<file path="src/rtl/tri_bus_arb.sv">
// Round-robin arbiter and one-hot enable sequencer for a shared tri-state bus.
// Each tenure is SETUP, DRIVE..., TURN, so every handoff has two dead cycles.
module tri_bus_arb #(
  parameter int N        = 4,
  parameter int MAX_HOLD = 16
) (
  input  logic                 clk,
  input  logic                 rst_n,
  input  logic [N-1:0]         req,
  output logic [N-1:0]         grant,
  output logic [N-1:0]         bus_en,
  output logic [$clog2(N)-1:0] owner,
  output logic                 busy,
  output logic                 preempt
);

  localparam int OW = $clog2(N);
  localparam int CW = $clog2(MAX_HOLD + 1);

  typedef enum logic [1:0] {
    S_IDLE  = 2'd0,
    S_SETUP = 2'd1,
    S_DRIVE = 2'd2,
    S_TURN  = 2'd3
  } state_t;

  state_t        state_q, state_d;
  logic [OW-1:0] ptr_q, ptr_d;
  logic [OW-1:0] owner_q, owner_d;
  logic [N-1:0]  grant_q, grant_d;
  logic [N-1:0]  bus_en_q, bus_en_d;
  logic [CW-1:0] hold_q, hold_d;
  logic          busy_q, busy_d;
  logic          preempt_q, preempt_d;

  logic [OW-1:0] win_s;
  logic          any_req_s;
  logic [OW-1:0] next_ptr_s;
  logic [OW:0]   sum_v;
  logic [OW-1:0] idx_v;

  // Round-robin pick: first asserted request scanning upward from ptr, wrapping.
  always_comb begin
    win_s     = '0;
    any_req_s = 1'b0;
    sum_v     = '0;
    idx_v     = '0;
    for (int k = 0; k < N; k++) begin
      sum_v = {1'b0, ptr_q} + (OW+1)'(k);
      idx_v = (sum_v >= (OW+1)'(N)) ? OW'(sum_v - (OW+1)'(N)) : OW'(sum_v);
      if (req[idx_v] && !any_req_s) begin
        any_req_s = 1'b1;
        win_s     = idx_v;
      end else begin
        any_req_s = any_req_s;
      end
    end
  end

  assign next_ptr_s = (owner_q == OW'(N-1)) ? '0 : owner_q + OW'(1);

  // Next-state and registered-output logic for the tenure sequencer.
  always_comb begin
    state_d   = state_q;
    ptr_d     = ptr_q;
    owner_d   = owner_q;
    grant_d   = grant_q;
    bus_en_d  = bus_en_q;
    hold_d    = hold_q;
    preempt_d = 1'b0;
    case (state_q)
      S_IDLE, S_TURN: begin
        bus_en_d = '0;
        hold_d   = '0;
        if (any_req_s) begin
          state_d = S_SETUP;
          owner_d = win_s;
          grant_d = {{(N-1){1'b0}}, 1'b1} << win_s;
        end else begin
          state_d = S_IDLE;
          owner_d = '0;
          grant_d = '0;
        end
      end
      S_SETUP: begin
        if (req[owner_q]) begin
          state_d  = S_DRIVE;
          bus_en_d = grant_q;
          hold_d   = CW'(1);
        end else begin
          // Withdrawn before driving: no enable pulse, but the turn is still used up.
          state_d  = S_TURN;
          grant_d  = '0;
          bus_en_d = '0;
          owner_d  = '0;
          ptr_d    = next_ptr_s;
          hold_d   = '0;
        end
      end
      S_DRIVE: begin
        if (!req[owner_q] || (hold_q == CW'(MAX_HOLD))) begin
          state_d   = S_TURN;
          grant_d   = '0;
          bus_en_d  = '0;
          owner_d   = '0;
          ptr_d     = next_ptr_s;
          hold_d    = '0;
          preempt_d = req[owner_q];
        end else begin
          hold_d = hold_q + CW'(1);
        end
      end
      default: begin
        state_d  = S_IDLE;
        ptr_d    = '0;
        owner_d  = '0;
        grant_d  = '0;
        bus_en_d = '0;
        hold_d   = '0;
      end
    endcase
    busy_d = (state_d != S_IDLE);
  end

  // State and output registers with synchronous active-low reset.
  always_ff @(posedge clk) begin
    if (!rst_n) begin
      state_q   <= S_IDLE;
      ptr_q     <= '0;
      owner_q   <= '0;
      grant_q   <= '0;
      bus_en_q  <= '0;
      hold_q    <= '0;
      busy_q    <= 1'b0;
      preempt_q <= 1'b0;
    end else begin
      state_q   <= state_d;
      ptr_q     <= ptr_d;
      owner_q   <= owner_d;
      grant_q   <= grant_d;
      bus_en_q  <= bus_en_d;
      hold_q    <= hold_d;
      busy_q    <= busy_d;
      preempt_q <= preempt_d;
    end
  end

  assign grant   = grant_q;
  assign bus_en  = bus_en_q;
  assign owner   = owner_q;
  assign busy    = busy_q;
  assign preempt = preempt_q;

endmodule

</file>
<file path="config.mk">
export PLATFORM = sky130hd
export DESIGN_NAME = tri_bus_arb
export DESIGN_NICKNAME = d
export VERILOG_FILES = /design/src/rtl/tri_bus_arb.sv
export SDC_FILE = /design/constraint.sdc
export NUM_CORES = 1
export LEC_CHECK = 0
export ABC_CLOCK_PERIOD_IN_PS = 3200
export CORE_MARGIN = 5
export CORE_UTILIZATION = 55
export CTS_BUF_LIST = sky130_fd_sc_hd__clkbuf_2
export DETAILED_ROUTE_END_ITERATION = 16
export PLACE_DENSITY = 0.83
export SLEW_MARGIN = 20
export SYNTH_ARGS = -nofsm -noshare
export SYNTH_HDL_FRONTEND = slang
export SYNTH_SLANG_ARGS = --single-unit
</file>
<file path="constraint.sdc">
create_clock -name clk -period 3.2 [get_ports clk]
set_clock_uncertainty 0.1 [all_clocks]
set_input_delay 0.64 -clock clk [delete_from_list [all_inputs] [get_ports clk]]
set_output_delay 0.64 -clock clk [all_outputs]
set_load 0.01 [all_outputs]
</file>
Yosys cells after proc, flatten, opt, wreduce, memory -nomap -nowiden

Cells that the tools add are included.

Multiplexer cells: 42
Reductions and logical operators: 15
Shifts and indexed selects: 1
Equality and inequality tests: 7
$lt $le $gt $ge: 9
Add/sub/neg operators: 9

Operators with widths:

| operator                                                          | count |
|---|---|
| two-way mux 2 bit                                                 | 15 |
| one-hot mux 4 bit (3 select lines)                                | 2 |
| < comparator 2 x 3 -> 1 bit, second input constant                | 5 |
| one-hot mux 5 bit (3 select lines)                                | 1 |
| two-way mux 1 bit                                                 | 12 |
| two-way mux 4 bit                                                 | 3 |
| one-hot mux 2 bit (3 select lines)                                | 2 |
| binary-select mux 1 bit (select 2 bit)                            | 5 |
| greater-or-equal comparator 3 bit, second input constant          | 3 |
| subtractor 2 x 1 -> 2 bit, second input constant                  | 4 |
| adder 2 x 2 -> 3 bit, second input constant                       | 2 |
| equality test 2 bit, second input constant                        | 3 |
| AND reduction 3 bit                                               | 2 |
| adder 5 x 1 -> 5 bit, second input constant                       | 1 |
| equality test 5 bit, second input constant                        | 1 |
| two-way mux 5 bit                                                 | 1 |
| zero test 1 bit                                                   | 4 |
| != test 2 bit, second input constant                              | 2 |
| one-hot mux 2 bit (2 select lines)                                | 1 |
| nonzero test 2 bit                                                | 2 |
| << shifter 1 x 2 -> 4 bit, first input constant                   | 1 |
| adder 2 x 1 -> 3 bit, second input constant                       | 1 |
| greater-or-equal comparator 2 x 3 -> 1 bit, second input constant | 1 |
| logical AND 1 bit                                                 | 3 |
| other kinds (6)                                                   | 6 |

Output and inout bits: 12
Register bits after elaboration: 21

Longest topological paths before layout

Gate-level depths: netlist (run 1).

Word-level depth: 17
Depth in mapped cells: 8
Mapped depth without buffers: 7

Worst setup path after synthesis (run 1)

OpenSTA, ideal clock, no wires.

Path type: in2reg
Start point: input port req[3]
End point: register ptr_q[0]
Slack: 1.183 ns
Buffers on the path: 0
Required time: 3.028 ns
Data arrival time: 1.844 ns
Stages: 4
Setup time: 0.072 ns
Cells stage by stage: mux4_2 o21a_4 or4_1 a21oi_1

Cells in the longest elaborated chain, start to end: 6
Elaborated cells on any way between the ends: 7
Classes of those cells: 2 x eq/ne; 2 x mux; 3 x reduce/logical

RTL lines:

| item                                        | line    | source |
|---|---|---|
| start, declared                             | 9       | `input logic [N-1:0] req,` |
| binary-select mux 1 bit (select 2 bit) (*)  | 86, 101 |  |
| two-way mux 1 bit (not written as such) (*) | 86, 101 |  |
| zero test 1 bit                             | 101     | `if (!req[owner_q] \|\| (hold_q == CW'(MAX_HOLD))) begin` |
| logical OR 1 bit                            | 101     |  |
| != test 2 bit (no source line)              | -       |  |
| AND reduction 3 bit (no source line) (*)    | -       |  |
| end signal, assigned                        | 138     | `ptr_q <= ptr_d;` |
| end, declared                               | 28      | `logic [OW-1:0] ptr_q, ptr_d;` |

Every way passes the cells marked *; elsewhere a longest branch is shown, timed or not. The select of a mux whose other input is x is not followed.
A chain may end at the register's enable or synchronous reset.

Worst setup path in the final report (run 1)

Ends and elaborated chain as after synthesis.

==> results of run 1 <==
-- cells by family (layout without fill, tap and decap cells) --
family | count (synthesis) | in the layout | share of synthesized area (%)
AO/OA/AOI/OAI | 27 | 27 | 18.4
XOR/XNOR | 3 | 3 | 2.56
adder cells (fa/ha/maj) | 5 | 5 | 6.10
buffers and inverters | 11 | 29 | 4.76
flip-flops | 21 | 21 | 41.0
multiplexers | 1 | 1 | 2.19
AND/OR/NAND/NOR | 48 | 48 | 25.0
-- area by class of cell --
cell class | instances | area share (%)
Clock inverter | 1 | 0.407
Sequential cell | 21 | 34.2
Multi-Input combinational cell | 84 | 45.3
Clock buffer | 3 | 1.22
Inverter | 8 | 2.44
Timing Repair Buffer | 17 | 13.8
Tap cell | 25 | 2.55
-- stage by stage --
stage	worst slack (ps)	cell area (um^2)	utilization, %
finish	867	1230	70.4
global route	822	1230	70.4
CTS	878	1230	70.4
detailed placement	543	1210	69.2
global placement	616	1210	69.2
floorplan	1180	1030	-
-- layer usage --
layer  part of all wire, %  up-vias
li1                      -      445
met1                    48      427
met2                    46       22
met3                   5.0        4
met4                   1.2        0
met5                     0        -
-- registers in the layout, indices dropped and copies added, names as in the netlist --
register / flops
ptr_q: 2
state_q: 2
bus_en: 4
grant: 4
owner: 2
busy: 1
preempt: 1
hold_q: 5
-- worst max-delay path, delay by kind of cell --
kind,cells,cell delay [ps]
muxes,1,600
and+or+nand+nor,1,400
buffers and inverters,1,500
AOI/OAI and AO/OA,2,340
-- placed cells by master (no fill, tap or decap) --
cell type,synthesis,final
o21a_4,1,1
nand2b_1,3,3
nor3b_1,1,1
ha_1,5,5
clkbuf_2,0,3
nand4_1,1,1
inv_1,7,7
and2_4,1,1
nand4bb_4,1,1
a32oi_1,3,3
o32ai_1,1,1
xnor2_1,1,1
a221oi_1,1,1
nand3_1,9,9
mux4_2,1,1
a21boi_0,2,2
nor2_1,13,13
clkinv_1,1,1
nand3b_1,2,2
a21oi_1,11,11
xor2_1,2,2
clkdlybuf4s50_1,0,17
nor4_1,1,1
nand2_1,11,11
nor3_1,1,1
dfxtp_1,21,21
clkinv_2,0,1
a221o_1,1,1
o21ai_0,1,1
or4_1,1,1
a21o_1,1,1
nor2b_1,3,3
o21a_1,2,2
o32a_1,1,1
a31oi_1,2,2
-- where the power goes --
group | switching [mW] | internal, mW
registers | 0.0432 | 0.308
logic | 0.246 | 0.192
clock network | 0.0804 | 0.0283
-- worst max-delay path by stage --
| stage | startpoint | endpoint | slack (ps) | cells past startpoint |
|---|---|---|---|---|
| 6_report | req[3] | ptr_q[0] | 870 | 5 |
| 5_1_grt | req[3] | ptr_q[0] | 820 | 5 |
| 3_5_place_dp | req[3] | ptr_q[0] | 540 | 5 |
| 2_1_floorplan | req[3] | ptr_q[0] | 1180 | 4 |
| 3_3_place_gp | req[3] | ptr_q[0] | 620 | 5 |
| 4_1_cts | req[3] | ptr_q[0] | 880 | 5 |
==> impl_results.md, run 1 <==
- Site Rows: 15
- Post-cts sizing count: 0
- Num CTS Buffers: 3
- Worst-Margin Slew: 566 ps
- Overall routing resource usage: 17.5%
- Die W: 53.2 um
- Height of the die: 53.2 um
- Startpoint Class: input pin
- Cell area after synthesis: 0.00103 mm^2
- Area taken by multi-input logic gates: 557 um^2
- Yosys top cell area share: 41.0%
- # H-tree levels: 1
- Fmax: 429 MHz
- DRC: 0
- Hold buffer count at CTS: 0
- Clock root buffer: clkbuf_2
- Most common cell in the netlist: dfxtp_1
- Area Growth Syn to Fin: 19.8%
- Hold Crit Depth: 2
- Final setup fails: 0
- WL per Instance: 13.7 um
- R2R Setup Slk: 1040 ps
- Clock Tree Buf Depth: 2
- Crit Path Max Fanout: 8
- Nets: 146
- Critical R2R Capture: grant[2]
- Initial antenna violation count: 0
- Hold Path Origin: bus_en[3]
- GP Congestion: 0.855
- P_leak: 0.429 nW
- CORE AREA: 0.00175 mm^2
- GR Overflow Total: 0
- Met1 global-route usage: 22.1%
- R2R depth: 6
- Ant diodes: 0
- Post-route setup TNS: 0 ps
- Crit Path Class: in -> reg
- Peak supply drop: 0.395 mV
- Final ANT Viol Nets: 0
- First drt pass iteration count: 4
- IO buf count: 17
- I/O pin total: 18
- Finished Layout Cells: 159
- Fill cells: 153
- TritonCTS Sinks: 21
- Worst hold path class: reg -> reg
- Post-synth ARST share: 0%
- Pwr Density: 731 mW/mm^2
- Synth top area cells: dfxtp_1 (41%), ha_1 (6.1%), a21oi_1 (5.4%)
- Post-synthesis cell type count: 34
- Synth Area per Inst: 8.84 um^2
- Total wire length: 2170 um
- Critical path arrival: 2490 ps
- Unrepaired setup endpoints after global routing: false
- Power Total: 0.898 mW
- Most frequent cells after synthesis: dfxtp_1 (21), nor2_1 (13), a21oi_1 (11), nand2_1 (11), nand3_1 (9)
- Layout cell share with drive strength beyond 1: 5.97%
- Register Area: 420 um^2
- Busiest grt layer: met2
- Post-synthesis cell count: 116
- Outcome: finished, final reports clean
- Hold Fails Final Rpt: 0
- Synth Warn #: 0
- Met2 Use GR: 28.9%
- DIE AREA: 0.00283 mm^2
- Worst skew pair latency: 320 ps
- Grt met3 use: 4.23%
- Register bit total from synthesis: 21
- Fin crit share: 72.9%
- Crit-path max cell delay: 600 ps
- DP HPWL: 1640 um
- MaxCap Viol Count: 0
- Hold Slack: 362 ps
- Setup crit end kind: flip-flop
- CTS tree: yes
- Placed Cells incl. Taps: 155
- Starting Density: 58.8%
- Vias: 898
- Post-synth top area cell: dfxtp_1
- Most frequently used flop master after synthesis: dfxtp_1
- Post-synthesis sequential area ratio: 41.0%
- Syn Nets: 127
- WP data required: 3360 ps
- Slew margin rel.: 62.3%
- First-pass GRT wire length: 3630 um
- Slowest cell on crit path: mux4_2
- Total setup buffers inserted after CTS: 0
- Clock-pin slew of the registers on the worst-case setup and hold paths: 180 ps
- DR vias/cell: 5.65
- Minimum clock period: 2330 ps
- Worst Hold End: bus_en[3]
- DRT iter0 DRCs: 11
- Post-synth EDFFs: 0
- Cell Chain, Critical Path: clkdlybuf4s50_1, mux4_2, o21a_4, or4_1, a21oi_1
- Worst r2r src: state_q[0]
- Largest net degree at the start of global routing: 13
- Final Slew Violations: 0
- Vias in the first global route: 867
Note: power is estimated with default switching activity, not from simulation.
==> run 2, diff against run 1 <==
--- a/config.mk
+++ b/config.mk
@@ -5,12 +5,12 @@
 export SDC_FILE = /design/constraint.sdc
 export NUM_CORES = 1
 export LEC_CHECK = 0
-export ABC_CLOCK_PERIOD_IN_PS = 3200
+export ABC_CLOCK_PERIOD_IN_PS = 2100
 export CORE_MARGIN = 5
-export CORE_UTILIZATION = 55
+export CORE_UTILIZATION = 48
 export CTS_BUF_LIST = sky130_fd_sc_hd__clkbuf_2
 export DETAILED_ROUTE_END_ITERATION = 16
-export PLACE_DENSITY = 0.83
+export PLACE_DENSITY = 0.77
 export SLEW_MARGIN = 20
 export SYNTH_ARGS = -nofsm -noshare
 export SYNTH_HDL_FRONTEND = slang
==> constraint.sdc (replaced) <==
create_clock -name clk -period 2.1 [get_ports clk]
set_clock_uncertainty 0.1 [all_clocks]
set_input_delay 0.42 -clock clk [delete_from_list [all_inputs] [get_ports clk]]
set_output_delay 0.42 -clock clk [all_outputs]
set_load 0.01 [all_outputs]
==> impl_results.md, run 2 (same netlist as run 1, synthesis figures left out) <==
- CORE AREA: 0.00200 mm^2 (+15%)
- Slowest cell on crit path: or4_1
- DIE AREA: 0.00316 mm^2 (+12%)
- First drt pass iteration count: 4 (unchanged)
- Largest Register: hold_q
- # H-tree levels: 1 (unchanged)
- Num CTS Buffers: 3 (unchanged)
- GP Congestion: 0.766 (-10%)
- Slew margin rel.: 69.2% (+7.0 points)
- Critical path's top delay family: simple AND/OR/NAND/NOR gates
- R2R depth: 7 (+1)
- Fin area: 0.00132 mm^2 (+7.5%)
- Clock root buffer: clkbuf_2
- WL per Instance: 12.4 um (-9.5%)
- MaxCap Viol Count: 0 (unchanged)
- Crit path buf inv count: 1 (unchanged)
- P_leak: 0.489 nW (+14%)
- Ant diodes: 0 (unchanged)
- Final ANT Viol Nets: 0 (unchanged)
- Minimum clock period: 1890 ps
- Worst-Margin Slew: 457 ps (-109 ps)
- Most frequent cells in the layout: dfxtp_1 (21), clkdlybuf4s50_1 (17), nor2_1 (13)
- IO buf count: 17 (unchanged)
- Vias: 929 (+3.5%)
- Site Rows: 16 (+1)
- Largest net degree at the start of global routing: 12 (-1)
- Crit-path max cell delay: 400 ps (-200 ps)
- Peak supply drop: 0.632 mV (+60%)
- Area Growth Syn to Fin: 28.8%
- Worst r2r src: hold_q[0]
- DR vias/cell: 5.37 (-4.9%)
- Pwr Density: 1100 mW/mm^2 (+51%)
- Max reg flops: 5 (unchanged)
- Final setup fails: 0 (unchanged)
- Critical R2R Capture: ptr_q[0]
- Initial antenna violation count: 0 (unchanged)
- Critical path arrival: 2050 ps (-440 ps)
- R2R Setup Slk: 210 ps (-830 ps)
- I/O pin total: 18 (unchanged)
- Worst Hold End: bus_en[2]
- Met1 global-route usage: 17.7% (-4.4 points)
- GR Overflow Total: 0 (unchanged)
- Nets: 158 (+8.2%)
- WP data required: 2260 ps (-1100 ps)
- Setup crit end kind: flip-flop
- Unrepaired setup endpoints after global routing: false
- Leading cell type in the layout, fill and taps excluded: dfxtp_1
- Clock-pin slew of the registers on the worst-case setup and hold paths: 180 ps (about the same)
- Total setup buffers inserted after CTS: 0 (unchanged)
- Hold Fails Final Rpt: 0 (unchanged)
- Worst hold path class: reg -> reg
- Hold buffer count at CTS: 0 (unchanged)
- Cell Chain, Critical Path: inv_1, ha_1, nand4bb_4, and2_4, o21a_4, or4_1, a21oi_1
- Outcome: finished, final reports clean
- Crit Path Max Fanout: 8 (unchanged)
- Vias in the first global route: 872 (+0.58%)
- First-pass GRT wire length: 3880 um (+7.0%)
- Height of the die: 56.2 um (+5.7%)
- DRC: 0 (unchanged)
- Fmax: 530 MHz
- Hold Crit Depth: 2 (unchanged)
- Busiest grt layer: met2
- Post-DP Area: 0.00130 mm^2 (+7.7%)
- Startpoint Class: flip-flop
- Starting Density: 51.2% (-7.5 points)
- Die W: 56.2 um (+5.7%)
- Met2 Use GR: 26.5% (-2.4 points)
- Hold Path Origin: bus_en[2]
- CTS tree: yes
- Layout cell share with drive strength beyond 1: 13.7% (+7.7 points)
- Worst skew pair latency: 310 ps (about the same)
- Clock Tree Buf Depth: 2 (unchanged)
- Fin crit share: 89.9%
- Total wire length: 2140 um (-1.5%)
- TritonCTS Sinks: 21 (unchanged)
- Post-route setup TNS: 0 ps (unchanged)
- Grt met3 use: 5.57% (+1.3 points)
- DRT iter0 DRCs: 9 (-2)
- DP HPWL: 1680 um (+2.5%)
- Overall routing resource usage: 15.2% (-2.3 points)
- Crit Path Class: reg -> reg
- Final Slew Violations: 0 (unchanged)
-- run 2: changes by cell type in the layout (fill, tap and decap cells not counted), sizes merged --
cell / before / now
buf: 0 / 12
clkinv: 2 / 1
clkbuf: 3 / 4
-- run 2: through the flow --
stage / setup WS [ps] / utilization, % / power (mW) / hold slack [ps] / instances
floorplan: 218 / - / 1.02 / 376 / 116
global placement: -127 / 65.0 / 1.26 / 341 / 169
detailed placement: -115 / 65.0 / 1.29 / 345 / 169
CTS: 200 / 66.0 / 1.46 / 367 / 173
global route: 97.3 / 66.0 / 1.58 / 406 / 173
finish: 212 / 66.0 / 1.46 / 364 / 173
-- run 2: layout make-up --
class	count	area [um^2]
fillers	178	681
multi-input cells	84	557
flip-flops and latches	21	420
repair buffers	29	260
well taps	27	33.8
inverters	8	30.0
clock buffers	4	20.0
-- run 2: layer usage --
metal,up-vias,routed length [um]
li1,477,-
met1,434,971
met2,18,1060
met3,0,106
met4,0,0
met5,-,0
-- run 2: timing repair --
action | in CTS | in global routing
hold endpoints to repair | 0 | 0
endpoints found under the setup margin | 0 | 1
resized for setup | 0 | 1
-- run 2: tightest hold or removal path, delay by kind of cell (launching register included) --
family          cells  cell delay [ps]
compound gates      1               50
simple gates        1               50
flops               1              350
-- run 2: where the power goes --
group          internal, mW  switching, mW
Sequential            0.469         0.0680
Clock                0.0505          0.115
Combinational         0.367          0.386
-- run 2: worst max-delay path by stage --
| stage | from | to | cells past startpoint |
|---|---|---|---|
| finish | hold_q[0] | ptr_q[0] | 7 |
| detailed placement | req[3] | ptr_q[0] | 5 |
| floorplan | state_q[0] | grant[2] | 7 |
| CTS | owner[0] | owner[0] | 1 |
| global placement | req[0] | grant[3] | 7 |
| global route | state_q[0] | grant[2] | 6 |
==> run 3, diff against run 2 <==
--- a/config.mk
+++ b/config.mk
@@ -10,6 +10,7 @@
 export CORE_UTILIZATION = 48
 export CTS_BUF_LIST = sky130_fd_sc_hd__clkbuf_2
 export DETAILED_ROUTE_END_ITERATION = 16
+export GPL_TIMING_DRIVEN = 0
 export PLACE_DENSITY = 0.77
 export SLEW_MARGIN = 20
 export SYNTH_ARGS = -nofsm -noshare
==> impl_results.md, run 3 (same netlist as run 1, synthesis figures left out) <==
- Ant diodes: 0 (unchanged)
- Worst-Margin Slew: 447 ps (-10.3 ps)
- Height of the die: 56.2 um (unchanged)
- Post-route setup TNS: 0 ps (unchanged)
- Peak supply drop: 0.524 mV (-17%)
- Die W: 56.2 um (unchanged)
- Crit Path Class: in -> reg
- WL per Instance: 12.4 um (+0.15%)
- Hold Fails Final Rpt: 0 (unchanged)
- Slowest cell on crit path: mux4_2
- Final Slew Violations: 0 (unchanged)
- Vias: 895 (-3.7%)
- DR vias/cell: 5.36 (-0.20%)
- Placed Cells incl. Taps: 160 (-5.3%)
- WP data required: 2270 ps (about the same)
- Nets: 152 (-3.8%)
- Final Util: 65.0% (-1.0 points)
- Final setup fails: 0 (unchanged)
- Initial antenna violation count: 0 (unchanged)
- Clock-pin slew of the registers on the worst-case setup and hold paths: 200 ps (+20 ps)
- First drt pass iteration count: 4 (unchanged)
- Fin crit share: 98.4% (+8.5 points)
- Minimum clock period: 2070 ps (+179 ps)
- Fin area: 0.00130 mm^2 (-1.5%)
- Outcome: finished, final reports clean
- Clock Tree Buf Depth: 2 (unchanged)
- Largest Register: hold_q
- Slew margin rel.: 69.9% (+0.69 points)
- Final ANT Viol Nets: 0 (unchanged)
- Cell Chain, Critical Path: clkdlybuf4s50_1, mux4_2, o21a_4, or4_1, a21oi_2
- Site Rows: 16 (unchanged)
- DP HPWL: 1580 um (-6.3%)
- Finished Layout Cells: 167 (-3.5%)
- Starting Density: 51.2% (unchanged)
- Worst skew pair latency: 320 ps (about the same)
- Layout cell share with drive strength beyond 1: 13.6% (-0.13 points)
- Startpoint Class: input pin
- Final worst setup slack: 32.8 ps (-179 ps)
- Power Total: 1.44 mW (-1.3%)
- MaxCap Viol Count: 0 (unchanged)
- Clock root buffer: clkbuf_2
- Fmax: 484 MHz (-8.7%)
- Setup crit end kind: flip-flop
- Post-DP Area: 0.00123 mm^2 (-5.5%)
- Vias in the first global route: 843 (-3.3%)
- GP Congestion: 0.729 (-4.8%)
- I/O pin total: 18 (unchanged)
- P_leak: 0.461 nW (-5.7%)
- DRC: 0 (unchanged)
- IO buf count: 17 (unchanged)
- Most frequent cells in the layout: dfxtp_1 (19), clkdlybuf4s50_1 (17), nor2_1 (13)
- Largest net degree at the start of global routing: 13 (+1)
- CORE AREA: 0.00200 mm^2 (unchanged)
- GR Overflow Total: 0 (unchanged)
- Total wire length: 2070 um (-3.3%)
- First-pass GRT wire length: 3640 um (-6.4%)
- # H-tree levels: 1 (unchanged)
- Worst hold path class: reg -> reg
- Fill cells: 156 (-12%)
- Worst slack, placed: -341 ps (-226 ps)
- TritonCTS Sinks: 21 (unchanged)
- Num CTS Buffers: 3 (unchanged)
- CTS tree: yes
- Crit-path max cell delay: 580 ps (+180 ps)
- Leading cell type in the layout, fill and taps excluded: dfxtp_1
- Hold Slack: 362 ps (-1.59 ps)
- Max reg flops: 5 (unchanged)
- Critical path arrival: 2240 ps (+190 ps)
- Area Growth Syn to Fin: 26.8%
- DRT iter0 DRCs: 14 (+5)
- Crit Path Max Fanout: 8 (unchanged)
- Overall routing resource usage: 14.2% (-0.96 points)
- Pwr Density: 1100 mW/mm^2 (+0.25%)
- DIE AREA: 0.00316 mm^2 (unchanged)
-- run 3: path summary, 6_finish.rpt --
kind	from	to	slack, ps	cells past startpoint
hold reg to reg	bus_en[0]	bus_en[0]	360	2
setup reg to reg	hold_q[0]	ptr_q[0]	130	8
hold / removal	bus_en[0]	bus_en[0]	360	2
setup / recovery	req[3]	ptr_q[0]	30	5
-- run 3: layer usage --
metal | share of wire, % | global-route usage (%) | vias to the layer above
met5 | 0 | 0 | -
met4 | 1.1 | 5.08 | 0
met3 | 5.7 | 3.02 | 4
met2 | 49 | 23.9 | 24
met1 | 44 | 17.8 | 407
li1 | - | - | 460
-- run 3: cell type report --
cell class	instances	area, um^2	share of cell area (%)
multi-input combinational	84	579	44.5
sequential	21	423	32.5
timing repair buffer	21	200	15.4
tap	27	33.8	2.60
inverter	8	30.0	2.31
clock buffer	3	15.0	1.15
buffer	2	15.0	1.15
clock inverter	1	5.00	0.385
-- run 3: worst max-delay path, delay by kind of cell --
| kind | cells | cell delay, ps |
|---|---|---|
| multiplexers | 1 | 580 |
| AO/OA/AOI/OAI | 2 | 320 |
| buffers and inverters | 1 | 490 |
| AND/OR/NAND/NOR | 1 | 420 |
-- run 3: repair_timing --
action,CTS,global route
endpoints found under the setup margin,4,5
hold buffers,0,0
resized for setup,2,6
cloned,0,0
setup buffers,0,4
pin swaps,0,1
-- run 3: power breakdown --
group	total, mW	switching [mW]	internal [mW]
combinational	0.738	0.385	0.353
sequential	0.535	0.0652	0.470
clock	0.164	0.121	0.0432
==> variant, RTL diff (settings of run 1) <==
The parameter `MAX_HOLD` goes from 16 to 32.
--- a/src/rtl/tri_bus_arb.sv
+++ b/src/rtl/tri_bus_arb.sv
@@ -3,5 +3,5 @@
 module tri_bus_arb #(
   parameter int N        = 4,
-  parameter int MAX_HOLD = 16
+  parameter int MAX_HOLD = 32
 ) (
   input  logic                 clk,
Check against the original RTL: no difference found for any inputs over 10 cycles, from zero or initial values and one cycle with rst_n low; that may be too few to reach the edited logic, so the function may still have changed.
==> variant against run 1 <==
Routed wire length grew 9.2%. Sequential cell count increased by 1. Combinational power is 9.1% lower. Sequential power up 3%. Power is 3.4% lower. Die area up 2.0%. Area after synthesis grew 2.4%. Setup slack got worse by 0.045 ns. Maximum frequency down 1.9%. Synthesized cell count shrank 2.6%. Critical path depth unchanged. Largest cell class unchanged. Design area up 2.5%. Non-clock buffer count is the same.
==> variant: results <==
set metrics [dict create \
    status "complete, no violations" \
    grt_start_max_net_pins 15 \
    largest_reg_flops 6 \
    netlist_top_cells_area "dfxtp_1, ha_1, a32o_1" \
    irDropWorstVdd_mv 0.467 \
    final_cells 156 \
    clkSlewWorstSetupHoldPaths_ns 0.20 \
    grt_pass1_vias 916 \
    yosysSeqAreaShare 0.419 \
    crit_arrival_ns 2.55 \
    dr.first_iter.drc_count 38 \
    preCtsSetupSlack_ns 0.491 \
    synthCells 113 \
    post_drt_via_cell_ratio 5.79 \
    hpwl_um 1800 \
    post-place-cells 153 \
    leakage_uw 0.000465 \
    synth_nets 124 \
    crit_path_max_incr_delay_ns 0.58 \
    synth.distinct_cells 37 \
    netlist_top_cells_count "dfxtp_1, nand2_1, inv_1, nor2_1, nand3_1" \
    final_layout_size_suffix_gt1_frac 0.0611 \
    gp_congestion 0.941 \
    grtUsageTotal 0.190 \
    synth_top_cell_area_share 0.419 \
]
variant: changes by cell type after synthesis, moves of 3 or more:
cell              run 1  this run
a32oi_1               3         0
nor2_1               13         8
a32o_1                0         4
o21ai_0               1         4
nand3_1               9         6
a21oi_1              11         4
o2bb2ai_1             0         3
variant: cell type report:
class                   count  area [um^2]
fillers                   149          504
multi-input cells          81          573
inverters                   8         30.0
clock buffers               3         15.0
well taps                  25         31.3
repair buffers             17          170
flip-flops and latches     22          440
variant: through the flow:
step | hold WS, ns | utilization | power (uW)
finish | 0.393 | 0.714 | 868
global route | 0.414 | 0.714 | 929
CTS | 0.395 | 0.714 | 864
detailed placement | 0.357 | 0.706 | 757
global placement | 0.345 | 0.706 | 747
floorplan | 0.372 | - | 629
variant: power by group:
group | internal (uW) | total, uW | switching, uW
Clock | 25.5 | 108 | 82.1
Sequential | 321 | 362 | 41.3
Combinational | 176 | 398 | 223
Total | 522 | 868 | 346
variant: final timing paths:
kind,start,to,cells after the start
max reg2reg,state_q[1]$_SDFF_PN0_,owner[1]$_SDFFE_PN0P_,6
min,bus_en[0]$_SDFFE_PN0P_,bus_en[0]$_SDFFE_PN0P_,1
min reg2reg,bus_en[0]$_SDFFE_PN0P_,bus_en[0]$_SDFFE_PN0P_,1
max,req[3],owner[1]$_SDFFE_PN0P_,5
variant: cell families after synthesis:
logic type / share of synthesized area
adders and majority gates: 0.0595
AOI/OAI and AO/OA: 0.217
DFF: 0.419
xor gates and xnor gates: 0.0333
and+or+nand+nor: 0.214
buffers and inverters: 0.0357
muxes: 0.0214
variant: routing by layer:
metal	share of wire	vias up	global-route usage
met1	0.45	417	0.238
met2	0.47	33	0.313
met5	0	-	0
met4	0.017	0	0.0894
met3	0.062	5	0.0360
li1	-	449	-
variant: critical path, delay by kind of cell:
| family | cells | cell delay (ns) |
|---|---|---|
| buffers and inverters | 1 | 0.48 |
| muxes | 1 | 0.58 |
| and+or+nand+nor | 1 | 0.53 |
| AOI/OAI and AO/OA | 2 | 0.32 |
